## src/rtl/riscv_decode_pipe.sv

```systemverilog
// riscv_decode_pipe: decode stage with register file, W->D bypass, load-use bubble, ID/EX register
//   in : i_clk, i_rstn (sync active-low), D-stage instr/pc/pc+4/ctrl/imm/valid, W-stage write port,
//        i_stall_e / i_flush_e from the hazard unit
//   out: E-stage valid/ctrl/reg data/reg addresses/pc/pc+4/imm, o_stall_d, o_bubble_cnt
module riscv_decode_pipe #(
  parameter  int XLEN     = 32,
  parameter  int NREG     = 32,
  parameter  int CTRL_W   = 16,
  parameter  int LOAD_BIT = 0,
  parameter  int CNT_W    = 16,
  localparam int RA_W     = $clog2(NREG)
) (
  input  logic              i_clk,
  input  logic              i_rstn,
  input  logic              i_valid_d,
  input  logic [31:0]       i_instr_d,
  input  logic [XLEN-1:0]   i_pc_d,
  input  logic [XLEN-1:0]   i_pc_plus_4d,
  input  logic [CTRL_W-1:0] i_ctrl_d,
  input  logic [XLEN-1:0]   i_imm_ext_d,
  input  logic [RA_W-1:0]   i_rd_w,
  input  logic [XLEN-1:0]   i_result_w,
  input  logic              i_reg_write_w,
  input  logic              i_stall_e,
  input  logic              i_flush_e,
  output logic              o_valid_e,
  output logic [CTRL_W-1:0] o_ctrl_e,
  output logic [XLEN-1:0]   o_rd1_e,
  output logic [XLEN-1:0]   o_rd2_e,
  output logic [RA_W-1:0]   o_rs1_e,
  output logic [RA_W-1:0]   o_rs2_e,
  output logic [RA_W-1:0]   o_rd_e,
  output logic [XLEN-1:0]   o_pc_e,
  output logic [XLEN-1:0]   o_pc_plus_4e,
  output logic [XLEN-1:0]   o_imm_e,
  output logic              o_stall_d,
  output logic [CNT_W-1:0]  o_bubble_cnt
);
  logic [XLEN-1:0]   rf_q [NREG];
  logic [RA_W-1:0]   rs1, rs2, rd;
  logic [XLEN-1:0]   rd1, rd2;
  logic              lu_hazard;
  logic              unused_instr;
  logic              valid_e_q, valid_e_d;
  logic [CTRL_W-1:0] ctrl_e_q, ctrl_e_d;
  logic [XLEN-1:0]   rd1_e_q, rd1_e_d, rd2_e_q, rd2_e_d;
  logic [RA_W-1:0]   rs1_e_q, rs1_e_d, rs2_e_q, rs2_e_d, rd_e_q, rd_e_d;
  logic [XLEN-1:0]   pc_e_q, pc_e_d, pc4_e_q, pc4_e_d, imm_e_q, imm_e_d;
  logic [CNT_W-1:0]  bub_q, bub_d;
  assign unused_instr = ^i_instr_d;
  assign rs1 = i_instr_d[15 +: RA_W];
  assign rs2 = i_instr_d[20 +: RA_W];
  assign rd  = i_instr_d[7 +: RA_W];
  // write-first: a same-cycle W write to the register being read wins over the array
  assign rd1 = rs1 == '0 ? '0 : (i_reg_write_w && i_rd_w == rs1) ? i_result_w : rf_q[rs1];
  assign rd2 = rs2 == '0 ? '0 : (i_reg_write_w && i_rd_w == rs2) ? i_result_w : rf_q[rs2];
  // both source fields compared regardless of format; a false stall is only a lost cycle
  assign lu_hazard = valid_e_q && ctrl_e_q[LOAD_BIT] && rd_e_q != '0 && i_valid_d &&
                     (rd_e_q == rs1 || rd_e_q == rs2);
  assign o_stall_d = lu_hazard | i_stall_e;
  always_ff @(posedge i_clk) begin
    if (!i_rstn)
      for (int i = 0; i < NREG; i++) rf_q[i] <= '0;
    else if (i_reg_write_w && i_rd_w != '0)
      rf_q[i_rd_w] <= i_result_w;
  end
  always_comb begin
    valid_e_d = valid_e_q;
    ctrl_e_d  = ctrl_e_q;
    rd1_e_d   = rd1_e_q;
    rd2_e_d   = rd2_e_q;
    rs1_e_d   = rs1_e_q;
    rs2_e_d   = rs2_e_q;
    rd_e_d    = rd_e_q;
    pc_e_d    = pc_e_q;
    pc4_e_d   = pc4_e_q;
    imm_e_d   = imm_e_q;
    bub_d     = bub_q;
    if (i_flush_e) begin
      valid_e_d = 1'b0;
      ctrl_e_d  = '0;
    end else if (i_stall_e) begin
      valid_e_d = valid_e_q;
    end else if (lu_hazard) begin
      valid_e_d = 1'b0;
      ctrl_e_d  = '0;
      rd1_e_d   = '0;
      rd2_e_d   = '0;
      rs1_e_d   = '0;
      rs2_e_d   = '0;
      rd_e_d    = '0;
      pc_e_d    = '0;
      pc4_e_d   = '0;
      imm_e_d   = '0;
      bub_d     = bub_q == '1 ? bub_q : bub_q + 1'b1;
    end else begin
      valid_e_d = i_valid_d;
      ctrl_e_d  = i_valid_d ? i_ctrl_d : '0;
      rd1_e_d   = rd1;
      rd2_e_d   = rd2;
      rs1_e_d   = rs1;
      rs2_e_d   = rs2;
      rd_e_d    = rd;
      pc_e_d    = i_pc_d;
      pc4_e_d   = i_pc_plus_4d;
      imm_e_d   = i_imm_ext_d;
    end
  end
  always_ff @(posedge i_clk) begin
    if (!i_rstn) begin
      valid_e_q <= 1'b0;
      ctrl_e_q  <= '0;
      rd1_e_q   <= '0;
      rd2_e_q   <= '0;
      rs1_e_q   <= '0;
      rs2_e_q   <= '0;
      rd_e_q    <= '0;
      pc_e_q    <= '0;
      pc4_e_q   <= '0;
      imm_e_q   <= '0;
      bub_q     <= '0;
    end else begin
      valid_e_q <= valid_e_d;
      ctrl_e_q  <= ctrl_e_d;
      rd1_e_q   <= rd1_e_d;
      rd2_e_q   <= rd2_e_d;
      rs1_e_q   <= rs1_e_d;
      rs2_e_q   <= rs2_e_d;
      rd_e_q    <= rd_e_d;
      pc_e_q    <= pc_e_d;
      pc4_e_q   <= pc4_e_d;
      imm_e_q   <= imm_e_d;
      bub_q     <= bub_d;
    end
  end
  assign o_valid_e    = valid_e_q;
  assign o_ctrl_e     = ctrl_e_q;
  assign o_rd1_e      = rd1_e_q;
  assign o_rd2_e      = rd2_e_q;
  assign o_rs1_e      = rs1_e_q;
  assign o_rs2_e      = rs2_e_q;
  assign o_rd_e       = rd_e_q;
  assign o_pc_e       = pc_e_q;
  assign o_pc_plus_4e = pc4_e_q;
  assign o_imm_e      = imm_e_q;
  assign o_bubble_cnt = bub_q;
endmodule

```

## config.mk

```make
export PLATFORM = sky130hd
export DESIGN_NAME = riscv_decode_pipe
export DESIGN_NICKNAME = d
export VERILOG_FILES = /design/src/rtl/riscv_decode_pipe.sv
export SDC_FILE = /design/constraint.sdc
export NUM_CORES = 2
export LEC_CHECK = 0
export BUFFER_PORTS_ARGS = -buffer_cell sky130_fd_sc_hd__buf_2
export CORE_MARGIN = 5
export CORE_UTILIZATION = 45
export CTS_CLUSTER_DIAMETER = 80
export DETAILED_ROUTE_END_ITERATION = 12
export HOLD_SLACK_MARGIN = 0.1
export PLACE_DENSITY = 0.6
export SLEW_MARGIN = 25
export SYNTH_ARGS = -nofsm -noshare
export SYNTH_HDL_FRONTEND = slang
export SYNTH_SLANG_ARGS = --single-unit
```

## constraint.sdc

```tcl
create_clock -name i_clk -period 8.75 [get_ports i_clk]
set_clock_uncertainty 0.15 [all_clocks]
set_input_delay 2.1875 -clock i_clk [delete_from_list [all_inputs] [get_ports i_clk]]
set_output_delay 2.1875 -clock i_clk [all_outputs]
set_load 0.02 [all_outputs]
```

==> results.ini <==
[global_route]
grt_antenna_before_repair=14
gr-total-overflow=0
grt_use_total_pct=28.8
grt_pass1_vias=40800
grt_start_max_net_pins=106
grt_pass1_wl_um=302000

[critical_path]
reg2reg_depth=7
crit_slowest_cell=o22ai_1
critPathMaxFanout=54
max_stage_delay_ps=640
r2r_setup_slack_ps=5290
crit_chain=buf_8 -> xnor2_1 -> nand3_1 -> o22ai_1 -> a21oi_1 -> inv_1 -> buf_2
r2r-start=o_rd_e[0]
cp-end-kind=output port
reg2reg_to=o_rd2_e[12]
critPathRequiredTime_ps=6410
worstSetupPathType=input port to output port
arrival_ps=4140
startpoint_type=input port

[cts]
htreeDepth=4
cts_tree=yes
clk_latency_ps=780
cts_buffer_depth=3
cts_root_buffer=clkbuf_16
hold_buffers=0
postCtsSetupRepairBufs=0
numCtsBuffers=137
cts_sinks=1232
clk_pin_slew_ps=60
cts_resized=0

[yosys]
ys_top_cells_by_count=edfxtp_1, and2_1, mux4_2
synth_most_common_cell=edfxtp_1
synth_top_cell_by_area=edfxtp_1
syn_avg_cell_area_um2=14.1
synth_edf_count=1024
async_reset_ff_share_pct=0
synth.area.top_cells=edfxtp_1, mux4_2, and2_1
synth-seq-cells=1232
synth_area_um2=62200
synthCells=4416
synth-seq-area-share_pct=56.1
synth_top_area_share_pct=49.4
synthFlopType=edfxtp_1
ys_types=51
ys_warn_count=0

[die]
die_x_um=382
die_h_um=382
rows=136
die_area_um2=146000
start_util_pct=45.3
core_area_um2=137000
io_pins=396

[pwr]
ir_drop_mv=0.124
finalPower_mw=14.4
p_int_mw=10.8
p_sw_share_pct=25.0
p_leak_nw=25.7
pwr-share-seq_pct=47.6
p_switching_mw=3.60
pwr-share-comb_pct=11.1
power_density_nw_per_um2=203
clockPowerShare_pct=41.3

[timing]
fin_crit_ps=6480
finalSetupViolCount=0
rsz0062_at_grt=false
finalSetupTns_ps=0
worstMarginPinSlew_ps=1020
fmax_ghz=0.154
slew-limit-headroom_pct=31.7
slew_viol_final=0
fin_crit_sh_pct=74.1
hold_violations=0

[final_layout]
final_nets=4787
area_growth_pct=13.6
drive_above_1_share_pct=27.2
num-fill-cells=11500

[status]
status=completed

[route]
routed_wl_um=214000
drc=0
post_drt_wl_per_cell_um=32.9
vias_per_cell=6.38
drt_iter0_markers=5279
route.vias.total=41600
ant_nets=0
drtPass1Iterations=8

[placed_design]
dpl.hpwl_um=125000
gp_congestion=0.885
io_buffer_count=378

[worst_hold_path]
min_from=o_pc_e[22]
min_to=o_pc_e[22]
hold_depth=2
hold_class=flop to flop

[flow_run]
maxCapViolCount=0

-- layer usage --
| metal | GRT usage [%] | part of all wire (%) |
|---|---|---|
| met4 | 10.9 | 3.9 |
| met5 | 0 | 0.0061 |
| met3 | 6.04 | 10 |
| met1 | 39.8 | 40 |
| met2 | 45.1 | 46 |
-- power groups by stage --
| stage | Sequential, mW | Combinational (mW) | Clock (mW) |
|---|---|---|---|
| floorplan | 6.95 | 0.959 | 0 |
| global placement | 6.95 | 1.58 | 0 |
| detailed placement | 6.96 | 1.59 | 0 |
| CTS | 6.84 | 1.59 | 6.00 |
| global route | 6.87 | 1.67 | 6.24 |
| finish | 6.85 | 1.60 | 5.94 |
-- placed cells by master, fill, tap and decap left out, types with 31 or more instances in the layout --
| cell | instances |
|---|---|
| a22o_1 | 48 |
| clkbuf_16 | 141 |
| conb_1 | 32 |
| edfxtp_1 | 1024 |
| o22ai_1 | 32 |
| nand2_1 | 155 |
| a211oi_1 | 31 |
| and2_1 | 994 |
| o21ai_4 | 31 |
| a221oi_1 | 64 |
| a21oi_1 | 156 |
| mux2_2 | 62 |
| dfxtp_1 | 208 |
| buf_2 | 369 |
| buf_4 | 109 |
| mux4_2 | 450 |
| mux2i_1 | 253 |
| nand3_1 | 125 |
| a221o_1 | 63 |
| and3_1 | 67 |
| o221ai_1 | 31 |
| clkbuf_1 | 37 |
-- state kept, by name (all words and copies together) (netlist names) --
name          count
o_pc_plus_4e     32
o_rd_e            5
o_imm_e          32
o_rd2_e          32
o_ctrl_e         16
o_pc_e           32
o_rd1_e          32
o_valid_e         1
rf_q           1024
o_rs1_e           5
o_rs2_e           5
o_bubble_cnt     16
-- how the worst max path moves through the flow --
stage | from | endpoint | slack [ps] | cells past startpoint
finish | i_instr_d[20] | o_stall_d | 2270 | 7
detailed placement | i_instr_d[20] | o_stall_d | 2260 | 7
global route | i_instr_d[20] | o_stall_d | 2120 | 7
global placement | i_instr_d[20] | o_stall_d | 2270 | 7
floorplan | i_rd_w[2] | rf_q[28][0] | 2710 | 6
CTS | i_instr_d[20] | o_stall_d | 2250 | 7
-- per-stage QoR --
step                util [%]  instance area (µm²)  hold slack, ps  setup slack (ps)  instances
CTS                     51.4                70700             299              2250       6505
detailed placement      48.1                66100             290              2260       6254
finish                  51.4                70700             297              2270       6512
global route            51.4                70700             311              2120       6507
floorplan                  -                62300             380              2710       4447
global placement        48.1                66100             287              2270       6254
-- final cells by class --
type                       count  area (µm²)  area share [%]
antenna                        7        17.5          0.0248
clock buffer                 191        3850            5.44
clock inverter                60         742            1.05
inverter                       4        20.0          0.0283
multi-input combinational   2733       26000            36.8
sequential                  1232       34900            49.4
tap                         1794        2240            3.17
timing repair buffer         491        2880            4.08
-- worst max-delay path, delay by kind of cell --
kind	cells	cell delay [ps]
xor+xnor	1	210
buf+inv	3	790
compound gates	2	820
simple gates	1	100
-- kinds of logic (layout without fill, tap and decap cells) --
family / count (synthesis) / in the layout / share of synthesized area (%)
simple gates: 1434 / 1434 / 13.4
flops: 1232 / 1232 / 56.1
mux: 765 / 765 / 21.5
buf+inv: 482 / 746 / 3.16
compound gates: 480 / 480 / 5.51
xor+xnor: 21 / 21 / 0.296
fa+ha+maj: 1 / 1 / 0.0201
other cells: 1 / 39 / 0.00603
No activity file was read; power rests on OpenSTA's default activity.
